$ cat src/rtl/fault_inject_pkg.sv
// Shared state encoding and default widths for the fault injection controller.
// The optional periodic mode is enabled by defining FAULT_INJ_PERIODIC_EN.
package fault_inject_pkg;

    typedef enum logic [1:0] {
        IDLE   = 2'd0,
        ARMED  = 2'd1,
        INJECT = 2'd2,
        DONE   = 2'd3
    } fi_state_t;

    localparam int DEF_DATA_W    = 34;
    localparam int DEF_FIELD_LSB = 28;
    localparam int DEF_FIELD_W   = 4;
    localparam int DEF_CNT_W     = 16;

endpackage

$ cat src/rtl/fault_field_mux.sv
// Combinational field corruptor: overwrites or XORs one header field of a word.
// Every bit outside the field passes through untouched.
module fault_field_mux #(
    parameter int DATA_W    = 34,
    parameter int FIELD_LSB = 28,
    parameter int FIELD_W   = 4
) (
    input  logic [DATA_W-1:0]  word,
    input  logic [FIELD_W-1:0] value,
    input  logic               xorMode,
    input  logic               enable,
    output logic [DATA_W-1:0]  result
);

    for (genvar gi = 0; gi < DATA_W; gi++) begin : gBit
        if (gi >= FIELD_LSB && gi < FIELD_LSB + FIELD_W) begin : gField
            logic valueBit;
            assign valueBit   = value[gi-FIELD_LSB];
            assign result[gi] = enable ? (xorMode ? (word[gi] ^ valueBit) : valueBit)
                                       : word[gi];
        end else begin : gPass
            assign result[gi] = word[gi];
        end
    end

endmodule

$ cat src/rtl/fault_inject_ctrl.sv
// In-line fault injector: passes a word stream with one cycle of latency and corrupts
// a burst of words after a programmable delay. Define FAULT_INJ_PERIODIC_EN for repeated bursts.
module fault_inject_ctrl
    import fault_inject_pkg::*;
#(
    parameter int DATA_W    = DEF_DATA_W,
    parameter int FIELD_LSB = DEF_FIELD_LSB,
    parameter int FIELD_W   = DEF_FIELD_W,
    parameter int CNT_W     = DEF_CNT_W
) (
    input  logic               clk,
    input  logic               rst_n,
    input  logic               arm,
    input  logic               abort,
    input  logic [CNT_W-1:0]   cfg_delay,
    input  logic [CNT_W-1:0]   cfg_burst,
    input  logic [FIELD_W-1:0] cfg_value,
    input  logic               cfg_xor,
`ifdef FAULT_INJ_PERIODIC_EN
    input  logic [CNT_W-1:0]   cfg_period,
    input  logic [CNT_W-1:0]   cfg_reps,
`endif
    input  logic [DATA_W-1:0]  in_data,
    input  logic               in_valid,
    output logic [DATA_W-1:0]  out_data,
    output logic               out_valid,
    output logic               out_faulted,
    output logic               busy,
    output logic [CNT_W-1:0]   fault_cnt
);

    localparam logic [CNT_W-1:0] CNT_ONE = {{(CNT_W-1){1'b0}}, 1'b1};

    fi_state_t          stateReg, stateNext;
    logic [CNT_W-1:0]   delayCntReg, delayCntNext;
    logic [CNT_W-1:0]   burstCntReg, burstCntNext;
    logic [CNT_W-1:0]   faultCntReg;
    logic [FIELD_W-1:0] valueReg;
    logic               xorReg;
    logic               armAccept;
    logic               corrupt;
    logic [DATA_W-1:0]  muxedWord;
    logic [DATA_W-1:0]  outDataReg;
    logic               outValidReg;
    logic               outFaultedReg;
`ifdef FAULT_INJ_PERIODIC_EN
    logic [CNT_W-1:0]   periodReg;
    logic [CNT_W-1:0]   repsReg;
    logic [CNT_W-1:0]   burstLoadReg;
    logic [CNT_W-1:0]   repsCntReg, repsCntNext;
`endif

    assign armAccept = (stateReg == IDLE) && arm && !abort;

    always_comb begin
        stateNext    = stateReg;
        delayCntNext = delayCntReg;
        burstCntNext = burstCntReg;
        corrupt      = 1'b0;
`ifdef FAULT_INJ_PERIODIC_EN
        repsCntNext  = repsCntReg;
`endif
        if (abort) begin
            stateNext = IDLE;
        end else begin
            case (stateReg)
                IDLE: begin
                    if (arm) begin
                        delayCntNext = cfg_delay;
                        burstCntNext = cfg_burst;
                        stateNext    = (cfg_burst == '0) ? DONE : ARMED;
`ifdef FAULT_INJ_PERIODIC_EN
                        repsCntNext  = '0;
`endif
                    end
                end
                ARMED: begin
                    if (in_valid) begin
                        if (delayCntReg == '0) corrupt = 1'b1;
                        else                   delayCntNext = delayCntReg - CNT_ONE;
                    end
                end
                INJECT:  corrupt   = in_valid;
                default: stateNext = IDLE;
            endcase
        end

        // Shared burst bookkeeping for the first and subsequent corrupted words.
        if (corrupt) begin
            burstCntNext = burstCntReg - CNT_ONE;
            if (burstCntReg == CNT_ONE) begin
`ifdef FAULT_INJ_PERIODIC_EN
                repsCntNext = repsCntReg + CNT_ONE;
                if (repsReg != '0 && repsCntNext == repsReg) begin
                    stateNext = DONE;
                end else begin
                    stateNext    = ARMED;
                    delayCntNext = periodReg;
                    burstCntNext = burstLoadReg;
                end
`else
                stateNext = DONE;
`endif
            end else begin
                stateNext = INJECT;
            end
        end
    end

    fault_field_mux #(
        .DATA_W    (DATA_W),
        .FIELD_LSB (FIELD_LSB),
        .FIELD_W   (FIELD_W)
    ) uFieldMux (
        .word    (in_data),
        .value   (valueReg),
        .xorMode (xorReg),
        .enable  (corrupt),
        .result  (muxedWord)
    );

    always_ff @(posedge clk) begin
        if (!rst_n) begin
            stateReg      <= IDLE;
            delayCntReg   <= '0;
            burstCntReg   <= '0;
            faultCntReg   <= '0;
            valueReg      <= '0;
            xorReg        <= 1'b0;
            outDataReg    <= '0;
            outValidReg   <= 1'b0;
            outFaultedReg <= 1'b0;
`ifdef FAULT_INJ_PERIODIC_EN
            periodReg     <= '0;
            repsReg       <= '0;
            burstLoadReg  <= '0;
            repsCntReg    <= '0;
`endif
        end else begin
            stateReg      <= stateNext;
            delayCntReg   <= delayCntNext;
            burstCntReg   <= burstCntNext;
            outDataReg    <= muxedWord;
            outValidReg   <= in_valid;
            outFaultedReg <= corrupt;
            if (corrupt && faultCntReg != '1) faultCntReg <= faultCntReg + CNT_ONE;
            if (armAccept) begin
                valueReg <= cfg_value;
                xorReg   <= cfg_xor;
            end
`ifdef FAULT_INJ_PERIODIC_EN
            repsCntReg <= repsCntNext;
            if (armAccept) begin
                periodReg    <= cfg_period;
                repsReg      <= cfg_reps;
                burstLoadReg <= cfg_burst;
            end
`endif
        end
    end

    assign out_data    = outDataReg;
    assign out_valid   = outValidReg;
    assign out_faulted = outFaultedReg;
    assign busy        = (stateReg == ARMED) || (stateReg == INJECT);
    assign fault_cnt   = faultCntReg;

endmodule

$ cat config.mk
export PLATFORM = sky130hd
export DESIGN_NAME = fault_inject_ctrl
export DESIGN_NICKNAME = d
export VERILOG_FILES = /design/src/rtl/fault_inject_pkg.sv /design/src/rtl/fault_field_mux.sv /design/src/rtl/fault_inject_ctrl.sv
export SDC_FILE = /design/constraint.sdc
export NUM_CORES = 1
export LEC_CHECK = 0
export ABC_AREA = 1
export CORE_MARGIN = 2
export CORE_UTILIZATION = 25
export DETAILED_ROUTE_END_ITERATION = 7
export HOLD_SLACK_MARGIN = 0.02
export PLACE_DENSITY = 0.48
export SYNTH_ARGS = -nofsm -noshare
export SYNTH_HDL_FRONTEND = slang
export SYNTH_HIERARCHICAL = 1
export SYNTH_SLANG_ARGS = --single-unit
$ cat constraint.sdc
create_clock -name clk -period 2.2 [get_ports clk]
set_clock_uncertainty 0.05 [all_clocks]
set_input_delay 0.44 -clock clk [delete_from_list [all_inputs] [get_ports clk]]
set_output_delay 0.44 -clock clk [all_outputs]
set_load 0.01 [all_outputs]
==> results.toml <==
[run_status]
status = "finished, final reports clean"

[sta]
hold_viol = 0
fmax_mhz = 522
maxSlewHeadroom_pct = 58.8
setup_viol_count_final = 0
maxSlewViolCount = 0
rsz0062_at_grt = "no"
fin_hold_ws_ns = 0.436
worst_slew_pin_slew_ns = 0.618
period_needed_ns = 1.92
finalCritPeriodShare_pct = 87.2
setup_tns_ns = 0

[cells_and_area]
antenna_cells = 0
area_delta_synth_final_pct = 32.5
nNetsFinal = 945
multiInputGateArea_sq_um = 2540
seqCellArea_sq_um = 1820
n_fill_cell = 2233
drive_above_1_share_pct = 9.35

[critical_path]
rrSetupSlack_ns = 0.29
crit_path_end_kind = "primary output"
cp.required_ns = 1.71
crit_buf_inv = 2
r2r_cells = 14
criticalPathCategory = "reg2out"
cpPeakStageDelay_ns = 0.36
cp_cell_sequence = "inv_1 > ha_1 > dlygate4sd2_1"
path_max_fanout = 3
slowest_stage = "dfxtp_1"
worstReg2RegStart = "stateReg[1]"
crit_path_start_kind = "flop"
crit_cells = 3
crit_family = "buffers and inverters"
cp_data_arrival_time_ns = 1.43
r2r_end = "burstCntReg[12]"

[hold_path]
holdPathStages = 2
hp-class = "reg2reg"
hold-path-endpoint = "delayCntReg[5]"
hold_start = "delayCntReg[5]"

[clock_tree]
path_clk_slew_ns = 0.07
cts_resized = 1
cts_tree = "done"
postCtsHoldBufs = 0
cts_max_level = 3
clkLatencyLatePin_ns = 0.35
clock_sinks = 91
numCtsBuffers = 9
clockBufferDepth = 2
post-cts-setup-buffers = 0
cts-root-buf = "clkbuf_16"

[grt]
grt_pass1_wl_microns = 23100
antenna_found_initial = 0
grt_pass1_vias = 4512
track_usage_pct = 13.3
grt_overflow = 0
grt_start_max_net_pins = 59

[power_and_ir_drop]
vdd_drop_max_uv = 331
p_leak_nw = 3.04
power_density_nw_per_um2 = 685

[logic_synthesis]
synthArstFlopShare_pct = 0
synth_area_sq_um = 5130
synth.avg_cell_area_sq_um = 6.74
syn_nets = 845
ys_ff_latch = 91
synth-main-ff-cell = "dfxtp_1"
yosysWarnings = 6
synth_edf_count = 0
syn_inst = 761
ys_seq_area_share_pct = 35.5
synth.distinct_cells = 39

[place]
portBuffers = 128
dp_hpwl_microns = 10400
gp_congestion = 0.811

[floorplanning]
die_x_microns = 147
die_y_microns = 147
rows = 52
die_area_sq_um = 21700
io_pins = 129
core_sq_um = 20200
initial_core_util_pct = 25.4

[route]
vias = 4824
antenna_left = 0
wl_per_cell_microns = 12.5
routed_wl_microns = 14200
remaining_drc_errors = 0
drt_iter0_drc = 269
viasPerCell = 4.25
first_pass_iters = 5

[flow_run]
drv_cap = 0
## registers in the layout (all words and copies together), names as in the netlist
register and cells:
out_data 34, valueReg 4, xorReg 1, burstCntReg 16, delayCntReg 16, out_faulted 1, fault_cnt 16, out_valid 1
stateReg 2
## worst max path at each step
| stage | start | endpoint | slack [ns] |
|---|---|---|---|
| floorplan | stateReg[1] | out_data[29] | 0.36 |
| global placement | abort | burstCntReg[6] | 0.11 |
| detailed placement | abort | burstCntReg[5] | 0.11 |
| CTS | stateReg[0] | busy | 0.24 |
| global route | stateReg[1] | burstCntReg[12] | 0.06 |
| finish | stateReg[0] | busy | 0.28 |
## layout by cell type, fill, tap and decap left out, drive strengths merged
master,instances
clkdlybuf4s50,126
dfxtp,91
nor4,1
a22o,1
clkinv,2
dlygate4sd2,1
a31oi,1
ha,8
o31ai,1
inv,103
or2,1
xnor2,6
clkbuf,9
o22ai,1
nand2,199
nand4,12
o21a,1
a21oi,44
nand3b,5
clkinvlp,1
xor2,12
nor2,110
nor3,6
nand3,55
buf,18
o21ai,51
## metal layers
metal | up-vias | routed length, microns | global-route usage, %
li1 | 2556 | - | -
met1 | 2160 | 6820 | 17.8
met2 | 100 | 6610 | 21.8
met3 | 8 | 619 | 2.80
met4 | 0 | 134 | 3.51
met5 | - | 0 | 0
## tightest hold or removal path: stages, from the launching register on
cell,delay (ns)
dfxtp_1,0.32
nand2_1,0.06
a21oi_1,0.06
## power by group
| group | switching, W | leakage, nW | internal, W |
|---|---|---|---|
| sequential | 0.0000975 | 0.749 | 0.00177 |
| clock | 0.000726 | 0.139 | 0.000787 |
| combinational | 0.000747 | 2.15 | 0.000527 |
| total | 0.00157 | 3.04 | 0.00308 |
## cell families (layout without fill, tap and decap cells)
family	after synthesis	count (layout)	synth area share, %
simple gates	389	389	33.6
buf+inv	155	260	14.9
compound gates	100	100	11.0
flops	91	91	35.5
xor+xnor	18	18	3.07
fa+ha+maj	8	8	1.95
## final cells by class
type                            count  share of cell area, %
Timing Repair Buffer              145                   21.2
Sequential cell                    91                   26.8
Tap cell                          270                   4.97
Inverter                           99                   5.46
Clock inverter                      7                  0.865
Multi-Input combinational cell    515                   37.4
Clock buffer                        9                   3.31
## cell usage after synthesis, types with 3 or more instances
cell type | n | share of area (%)
xor2_1 | 12 | 2.0
buf_2 | 3 | 0.29
a21oi_2 | 10 | 1.7
a21oi_1 | 33 | 3.2
nor3_1 | 5 | 0.49
nor2_2 | 5 | 0.61
nand2_1 | 181 | 13
nand4_1 | 11 | 1.3
ha_1 | 8 | 2.0
buf_4 | 34 | 5.0
nand2_2 | 14 | 1.7
nor2_4 | 3 | 0.66
o21ai_0 | 37 | 3.6
dfxtp_1 | 91 | 36
nand3b_1 | 5 | 0.73
nor2_1 | 102 | 7.5
inv_1 | 94 | 6.9
o21ai_1 | 13 | 1.3
inv_2 | 5 | 0.37
xnor2_1 | 6 | 1.0
nand3_1 | 54 | 5.3
nand2_4 | 4 | 0.88
clkbuf_1 | 12 | 0.88
buf_6 | 4 | 0.88
## stage by stage
| stage | utilization, % | cell area (sq um) | instances | total power, W | setup slack, ns |
|---|---|---|---|---|---|
| 6_report | 33.7 | 6800 | 1136 | 0.00466 | 0.282 |
| 3_3_place_gp | 32.3 | 6520 | 1120 | 0.00319 | 0.109 |
| 4_1_cts | 33.7 | 6800 | 1136 | 0.00475 | 0.243 |
| 3_5_place_dp | 32.3 | 6520 | 1120 | 0.00319 | 0.108 |
| 2_1_floorplan | - | 5130 | 761 | 0.00276 | 0.359 |
| 5_1_grt | 33.7 | 6800 | 1136 | 0.00500 | 0.0611 |
Power figures use the tool's default switching activity.
